### src/rtl/npc_wbu.sv
// Write-back unit: accepts one retiring instruction, waits for load data, extends it and
// issues a single-cycle register-file write. Optional forwarding: define NPC_WBU_FWD_EN.
module npc_wbu (
  input  logic        clk,
  input  logic        rst,
  input  logic        in_valid,
  output logic        in_ready,
  input  logic [4:0]  in_rd,
  input  logic        in_rd_wen,
  input  logic        in_is_load,
  input  logic [2:0]  in_ld_func,
  input  logic [1:0]  in_ld_addr_lo,
  input  logic [31:0] in_result,
  input  logic        mem_rvalid,
  output logic        mem_rready,
  input  logic [31:0] mem_rdata,
  output logic        gpr_wen,
  output logic [4:0]  gpr_waddr,
  output logic [31:0] gpr_wdata,
  output logic        retire,
`ifdef NPC_WBU_FWD_EN
  output logic        fwd_valid,
  output logic [4:0]  fwd_rd,
  output logic [31:0] fwd_data,
`endif
  input  logic [4:0]  chk_rs1,
  input  logic [4:0]  chk_rs2,
  output logic        hazard
);

  typedef enum logic [1:0] {
    StIdle    = 2'd0,
    StWaitMem = 2'd1,
    StWrite   = 2'd2
  } state_e;

  state_e      state_q, state_d;
  logic [4:0]  rd_q;
  logic        rd_wen_q;
  logic [2:0]  ld_func_q;
  logic [1:0]  addr_lo_q;
  logic [31:0] data_q;

  logic        accept;
  logic        mem_take;
  logic        pending;
  logic        src_match;
  logic [7:0]  ld_byte;
  logic [15:0] ld_half;
  logic [31:0] ld_ext;

  always_ff @(posedge clk) begin
    if (rst) begin
      state_q   <= StIdle;
      rd_q      <= 5'd0;
      rd_wen_q  <= 1'b0;
      ld_func_q <= 3'd0;
      addr_lo_q <= 2'd0;
      data_q    <= 32'd0;
    end else begin
      state_q <= state_d;
      if (accept) begin
        rd_q      <= in_rd;
        rd_wen_q  <= in_rd_wen;
        ld_func_q <= in_ld_func;
        addr_lo_q <= in_ld_addr_lo;
        data_q    <= in_result;
      end else if (mem_take) begin
        data_q <= ld_ext;
      end
    end
  end

  // Little-endian lane select and extension of the raw memory word.
  always_comb begin
    ld_byte = mem_rdata[7:0];
    case (addr_lo_q)
      2'd0:    ld_byte = mem_rdata[7:0];
      2'd1:    ld_byte = mem_rdata[15:8];
      2'd2:    ld_byte = mem_rdata[23:16];
      default: ld_byte = mem_rdata[31:24];
    endcase
    ld_half = addr_lo_q[1] ? mem_rdata[31:16] : mem_rdata[15:0];
    case (ld_func_q)
      3'b000:  ld_ext = {{24{ld_byte[7]}}, ld_byte};
      3'b001:  ld_ext = {{16{ld_half[15]}}, ld_half};
      3'b100:  ld_ext = {24'd0, ld_byte};
      3'b101:  ld_ext = {16'd0, ld_half};
      default: ld_ext = mem_rdata;
    endcase
  end

  always_comb begin
    state_d = state_q;
    unique case (state_q)
      StIdle:    if (accept) state_d = in_is_load ? StWaitMem : StWrite;
      StWaitMem: if (mem_take) state_d = StWrite;
      StWrite:   state_d = StIdle;
      default:   state_d = StIdle;
    endcase
  end

  // All outputs are gated by rst so they read zero for the whole reset cycle.
  always_comb begin
    in_ready   = (state_q == StIdle) && !rst;
    mem_rready = (state_q == StWaitMem) && !rst;
    accept     = in_valid && in_ready;
    mem_take   = mem_rvalid && mem_rready;
    pending    = (state_q != StIdle) && rd_wen_q && (rd_q != 5'd0) && !rst;
    src_match  = (chk_rs1 == rd_q) || (chk_rs2 == rd_q);
    retire     = (state_q == StWrite) && !rst;
    gpr_wen    = (state_q == StWrite) && pending;
    gpr_waddr  = rst ? 5'd0 : rd_q;
    gpr_wdata  = rst ? 32'd0 : data_q;
`ifdef NPC_WBU_FWD_EN
    fwd_valid  = gpr_wen;
    fwd_rd     = gpr_wen ? rd_q : 5'd0;
    fwd_data   = gpr_wen ? data_q : 32'd0;
    // A match in WRITE is covered by the forward path, so decode need not stall.
    hazard     = pending && src_match && (state_q != StWrite);
`else
    hazard     = pending && src_match;
`endif
  end

endmodule

### config.mk
export PLATFORM = sky130hd
export DESIGN_NAME = npc_wbu
export DESIGN_NICKNAME = d
export VERILOG_FILES = /design/src/rtl/npc_wbu.sv
export SDC_FILE = /design/constraint.sdc
export NUM_CORES = 1
export LEC_CHECK = 0
export BUFFER_PORTS_ARGS = -buffer_cell sky130_fd_sc_hd__buf_4
export CAP_MARGIN = 15
export CORE_MARGIN = 2
export CORE_UTILIZATION = 47
export DETAILED_ROUTE_END_ITERATION = 8
export MAX_ROUTING_LAYER = met4
export PLACE_DENSITY = 0.81
export SETUP_SLACK_MARGIN = 0.5
export SLEW_MARGIN = 20
export SYNTH_ARGS = -nofsm -noshare
export SYNTH_HDL_FRONTEND = slang
export SYNTH_SLANG_ARGS = --single-unit
### constraint.sdc
create_clock -name clk -period 2.59 [get_ports clk]
set_clock_uncertainty 0.2 [all_clocks]
set_input_delay 0.1295 -clock clk [delete_from_list [all_inputs] [get_ports clk]]
set_output_delay 0.1295 -clock clk [all_outputs]
set_load 0.02 [all_outputs]
==> qor.yml, run 1 <==
layout:
  num_antenna_cells: 0
  final_common_cell: "buf_4"
  drive_gt1_share_pct: 36.5
  mostFrequentLayoutCells: "buf_4, dlygate4sd3_1, nor2b_1"
  syn_to_final_growth_pct: 68.3
  nets: 601
timing:
  max_freq_ghz: 0.443
  hold_viol_final: 1
  maxSlewViolCount: 0
  tns_ns: 0
  period_needed_ns: 2.26
  holdWs_ns: -0.0121
  tightest_slew_ns: 0.684
  setup_viol: 0
  slew_headroom_pct: 54.3
  post-route-period-util_pct: 87.1
  rsz0062_at_grt: "true"
yosys:
  yosysWarnings: 0
  syn_area_per_cell_um2: 8.42
  synth.distinct_cells: 45
  syn_nets: 416
  synth_area_um2: 2740
  ys_top_cells_by_area: "dfxtp_1, nor2b_1, mux4_2, nand2_1, o2bb2ai_1"
  yosysTopAreaCell: "dfxtp_1"
  ys.flop_type: "dfxtp_1"
  synth_edf_count: 0
  yosys.area.top_type_share_pct: 32.8
  syn_inst: 326
  ys_seq_elements: 45
  async_flop_share_pct: 0
  ys_seq_area_share_pct: 32.8
drt:
  drt-pass1-iter-count: 6
  detail_route.vias_per_cell: 6.05
  vias: 3532
  wl_per_cell_um: 19.5
  drc: 0
  finalWirelength_um: 11400
  ant_nets: 0
  drtIter0Drc: 370
worst_setup_path:
  cpPeakStageDelay_ns: 0.67
  arrival_ns: 2.23
  crit_slowest_cell: "a2111oi_1"
  cp.required_ns: 2.56
  r2r_cells: 4
  endpoint_kind: "register"
  cp_max_fo: 7
  critPathKind: "register to register"
  r2r-end: "data_q[8]$_SDFFE_PP0P_"
  critical_path.cell_chain: "mux2_4 -> a32o_1 -> a2111oi_1 -> o2bb2ai_1"
  rrSetupSlack_ns: 0.33
  reg2reg_from: "addr_lo_q[0]$_SDFFE_PP0P_"
  worst_setup_path_start_kind: "register"
die:
  core_area_um2: 5570
  die_x_um: 80.4
  initial_core_util_pct: 49.2
  die-area_um2: 6460
  num_io_pins: 132
  fp.dieH_um: 80.4
  num_rows: 27
power:
  switchingPower_w: 0.000661
  p_comb_share_pct: 35.6
  intPower_w: 0.00148
  p_clk_share_pct: 26.4
  netSwitchingFraction_pct: 30.9
  total_power_w: 0.00214
  vdd_drop_max_mv: 0.340
  powerDensity_nw_per_um2: 464
  seqPwrFrac_pct: 38.0
  p_leak_nw: 1.96
clock_network:
  cts.reportedPaths.clkPinSlew_ns: 0.08
  cts_htree_levels: 2
  clock_path_buffers: 2
  cts-root-buf: "clkbuf_8"
  cts_buffers: 5
  postCtsSetupBuffers: 0
  tritoncts: "yes"
  cts.sinks: 45
  clk_latency_ns: 0.31
placed_design:
  place_congestion: 0.893
  post-dp-hpwl_um: 6890
  io_buffers: 131
flow_run:
  max_cap_violations: 0
grt:
  grt_pass1_vias: 3372
  overflow: 0
  grt_max_degree: 49
  grt_use_total_pct: 35.5
  grt_pass1_wl_um: 17000
  antenna_found_initial: 0
run_status:
  violations: "negative hold slack"
  status: "finished, violations left"
min_path:
  hold_path_end: "data_q[9]$_SDFFE_PP0P_"
  hold_path.class: "primary input to register"
  hold_depth: 3
  hold_path.startpoint: "mem_rdata[9]"
[cells by family after synthesis]
family | Yosys count | synth area share, %
AO/OA/AOI/OAI | 90 | 23.0
XOR/XNOR | 10 | 3.19
buffers and inverters | 28 | 4.20
flip-flops | 45 | 32.8
multiplexers | 17 | 10.2
AND/OR/NAND/NOR | 136 | 26.6
[synth_stat cells (2+ instances only)]
cell	count
a2bb2oi_1	5
inv_1	2
nand2b_1	10
nor2b_1	43
nand3b_1	5
o21ai_0	7
xnor2_1	4
o2bb2ai_1	15
a32o_1	2
and2_1	2
o22ai_1	16
nor2_1	19
nand3_1	2
a31oi_1	6
nand2_1	40
buf_2	2
nor3b_1	5
a21oi_1	22
o21a_1	2
a2111oi_0	7
mux4_2	8
mux2_2	8
nor3_1	2
buf_1	2
clkbuf_1	21
xor2_1	6
dfxtp_1	45
[how the worst max path moves through the flow]
stage	from	end	cells past startpoint
2_1_floorplan	addr_lo_q[0]$_SDFFE_PP0P_	data_q[21]$_SDFFE_PP0P_	5
3_3_place_gp	addr_lo_q[0]$_SDFFE_PP0P_	data_q[9]$_SDFFE_PP0P_	4
3_5_place_dp	addr_lo_q[0]$_SDFFE_PP0P_	data_q[9]$_SDFFE_PP0P_	4
4_1_cts	state_q[0]$_SDFFE_PP0P_	data_q[7]$_SDFFE_PP0P_	5
5_1_grt	addr_lo_q[0]$_SDFFE_PP0P_	data_q[8]$_SDFFE_PP0P_	4
6_report	addr_lo_q[0]$_SDFFE_PP0P_	data_q[8]$_SDFFE_PP0P_	4
[metal layers]
metal | global-route usage (%) | wire (um)
met1 | 41.1 | 4020
met2 | 61.1 | 5520
met3 | 5.84 | 1230
met4 | 14.9 | 640
met5 | - | 0
[per-stage QoR]
stage / util [%] / setup slack, ns / instance area [um2] / cells
2_1_floorplan: - / 0.525 / 2740 / 326
3_3_place_gp: 67.9 / 0.411 / 3780 / 513
3_5_place_dp: 67.9 / 0.411 / 3780 / 513
4_1_cts: 81.4 / 0.499 / 4540 / 583
5_1_grt: 82.9 / 0.411 / 4620 / 584
6_report: 82.9 / 0.334 / 4620 / 584
[power groups by stage]
stage / clock (W) / combinational (W) / sequential [W]
3_5_place_dp: 0 / 0.000623 / 0.000823
6_report: 0.000565 / 0.000763 / 0.000814
2_1_floorplan: 0 / 0.000369 / 0.000809
5_1_grt: 0.000597 / 0.000807 / 0.000822
4_1_cts: 0.000560 / 0.000705 / 0.000808
3_3_place_gp: 0 / 0.000614 / 0.000820
[critical path, delay by kind of cell (launching register included)]
family / cells / cell delay, ns
flops: 1 / 0.38
compound gates: 3 / 1.23
mux: 1 / 0.31
[registers in the layout, summed over array words and instances (netlist names)]
register   flops
rd_wen_q       1
addr_lo_q      2
rd_q           5
state_q        2
data_q        32
ld_func_q      3
[final cells by class]
type	count	area, um2
clock buffer	7	86.3
clock inverter	1	30.0
fill	330	956
inverter	2	7.51
multi-input combinational	253	1800
sequential	45	907
tap	72	90.1
timing repair buffer	204	1700
[what timing repair did]
action | CTS | global route
hold buffers | 62 | 0
setup endpoints to repair | 22 | 31
pin swaps | 0 | 1
resized for setup | 7 | 25
cloned | 0 | 1
endpoints found under the hold margin | 40 | 0
No activity file was read; power rests on OpenSTA's default activity.
==> inputs of run 2 (changes only) <==
--- a/config.mk
+++ b/config.mk
@@ -5,7 +5,7 @@
 export SDC_FILE = /design/constraint.sdc
 export NUM_CORES = 1
 export LEC_CHECK = 0
-export BUFFER_PORTS_ARGS = -buffer_cell sky130_fd_sc_hd__buf_4
+export BUFFER_PORTS_ARGS = -buffer_cell sky130_fd_sc_hd__buf_2
 export CAP_MARGIN = 15
 export CORE_MARGIN = 2
 export CORE_UTILIZATION = 47
==> run 2 against run 1 <==
Against the previous run:
- the run still ends with negative hold slack left
- worst setup slack better by 0.13 ns
- critical path depth rose by 1
- sequential share of layout area up 1.6 points
- combinational power shrank 12%
- final area decreased by 7.7%
- first-iteration DRC count decreased by 17%
- count of clock-buffer cells in the layout is the same
- final cell count fell by 0.51%
- fmax is 5.9% higher
==> qor.yml, run 2 (synthesis results as in run 1) <==
run_status:
  status: "finished, violations left"
  violations: "negative hold slack"
grt:
  antenna_found_initial: 0  # unchanged
  use_met1_pct: 38.5  # -2.6 points
  use_met2_pct: 53.0  # -8.1 points
  overflow: 0  # unchanged
  grt_max_degree: 34  # -31%
  grt_pass1_vias: 3202  # -5.0%
  use_met3_pct: 5.62  # -0.22 points
  grt_use_total_pct: 31.5  # -4.0 points
  top_usage_layer: "met2"
  grt_pass1_wl_um: 15400  # -9.0%
power:
  powerDensity_nw_per_um2: 476  # +2.7%
  p_leak_nw: 1.87  # -4.9%
  vdd_drop_max_mv: 0.351  # +3.2%
placed_design:
  placed_cells: 512  # -0.19%
  post-dp-hpwl_um: 6390  # -7.3%
  io_buffers: 131  # unchanged
  place_congestion: 0.918  # +2.8%
min_path:
  hold_path.class: "primary input to register"
  hold_depth: 3  # unchanged
worst_setup_path:
  endpoint_kind: "register"
  worst_setup_path_start_kind: "register"
  critPathKind: "register to register"
  cp.required_ns: 2.58  # +0.02 ns
  arrival_ns: 2.12  # -0.11 ns
  cp_max_fo: 8  # +1
  r2r_cells: 5  # +1
timing:
  rsz0062_at_grt: "true"
  tns_ns: 0  # unchanged
  period_needed_ns: 2.13  # -0.126 ns
  maxSlewViolCount: 0  # unchanged
  post-route-period-util_pct: 82.3  # -4.9 points
  setup_viol: 0  # unchanged
  max_freq_ghz: 0.469  # +5.9%
  tightest_slew_ns: 0.602  # -0.0818 ns
  hold_viol_final: 1  # unchanged
  holdWs_ns: -0.0111  # +0.00107 ns
  slew_headroom_pct: 59.8  # +5.5 points
layout:
  drive_gt1_share_pct: 36.5  # about the same
  final_common_cell: "buf_2"
  largest_register_ffs: 32  # unchanged
  fin_util_pct: 76.5  # -6.4 points
  num_antenna_cells: 0  # unchanged
  reg_top3: "data_q x32, rd_q x5, ld_func_q x3"
  fillCellCount: 392  # +19%
  syn_to_final_growth_pct: 55.4
  regMostFlops: "data_q"
  nets: 598  # -0.50%
  final_cells: 581  # -0.51%
  mostFrequentLayoutCells: "buf_2, dlygate4sd3_1, nor2b_1"
drt:
  wl_per_cell_um: 17.3  # -12%
  drtIter0Drc: 306  # -17%
  finalWirelength_um: 10000  # -12%
  drc: 0  # unchanged
  detail_route.vias_per_cell: 5.73  # -5.3%
  drt-pass1-iter-count: 5  # -1
  vias: 3328  # -5.8%
  ant_nets: 0  # unchanged
clock_network:
  cts_htree_levels: 2  # unchanged
  tritoncts: "yes"
  cts-root-buf: "clkbuf_8"
  cts.reportedPaths.clkPinSlew_ns: 0.08  # about the same
  clock_path_buffers: 2  # unchanged
  cts.sinks: 45  # unchanged
  cts_buffers: 5  # unchanged
  clk_latency_ns: 0.30  # about the same
die:
  core_area_um2: 5570  # unchanged
  die_x_um: 80.4  # unchanged
  fp.dieH_um: 80.4  # unchanged
  num_rows: 27  # unchanged
  die-area_um2: 6460  # unchanged
  num_io_pins: 132  # unchanged
  initial_core_util_pct: 49.2  # unchanged
flow_run:
  max_cap_violations: 0  # unchanged
-- run 2: cell types whose count changed in the layout (fill, tap and decap cells not counted), sizes merged --
cell / change
dlygate4sd3: -3
-- run 2: where the power goes --
group,switching [W],internal [W]
Sequential,0.0000392,0.000774
Clock,0.000236,0.000315
Combinational,0.000341,0.000326
Total,0.000616,0.00141
-- run 2: path summary, 6_finish.rpt --
kind,startpoint,to,slack (ns)
max,addr_lo_q[0]$_SDFFE_PP0P_,data_q[18]$_SDFFE_PP0P_,0.46
min,mem_rdata[13],data_q[13]$_SDFFE_PP0P_,-0.01
max reg2reg,addr_lo_q[0]$_SDFFE_PP0P_,data_q[18]$_SDFFE_PP0P_,0.46
min reg2reg,addr_lo_q[0]$_SDFFE_PP0P_,addr_lo_q[0]$_SDFFE_PP0P_,0.33
-- run 2: cell type report --
cell class | count | area (um2) | area share, %
multi-input combinational | 253 | 1800 | 42.3
sequential | 45 | 907 | 21.3
clock inverter | 1 | 30.0 | 0.704
inverter | 2 | 7.51 | 0.176
clock buffer | 7 | 86.3 | 2.02
timing repair buffer | 201 | 1340 | 31.4
tap | 72 | 90.1 | 2.11
-- run 2: what timing repair did --
action                     in CTS  in global routing
gates cloned                    0                  1
hold endpoints to repair       39                  0
pin swaps                       0                  1
setup endpoints to repair      32                 22
setup buffers                   0                  1
hold buffers                   59                  0
resized for setup               9                 23
-- run 2: routing by layer --
metal,vias up,part of all wire (%)
met5,-,0
met4,0,3.0
met3,28,8.8
met2,188,50
met1,1570,39
li1,1542,-
-- run 2: worst max-delay path: stages (launching register included) --
cell and delay (ns):
dfxtp_4 0.38, mux2_4 0.32, mux4_2 0.52, a211oi_4 0.33, buf_6 0.20, a21oi_1 0.07
-- run 2: metrics by stage --
| stage | setup WS [ns] | total power [W] | area [um2] |
|---|---|---|---|
| finish | 0.460 | 0.00203 | 4260 |
| global route | 0.401 | 0.00212 | 4260 |
| CTS | 0.467 | 0.00200 | 4180 |
| detailed placement | 0.334 | 0.00138 | 3450 |
| global placement | 0.408 | 0.00137 | 3450 |
| floorplan | 0.525 | 0.00118 | 2740 |
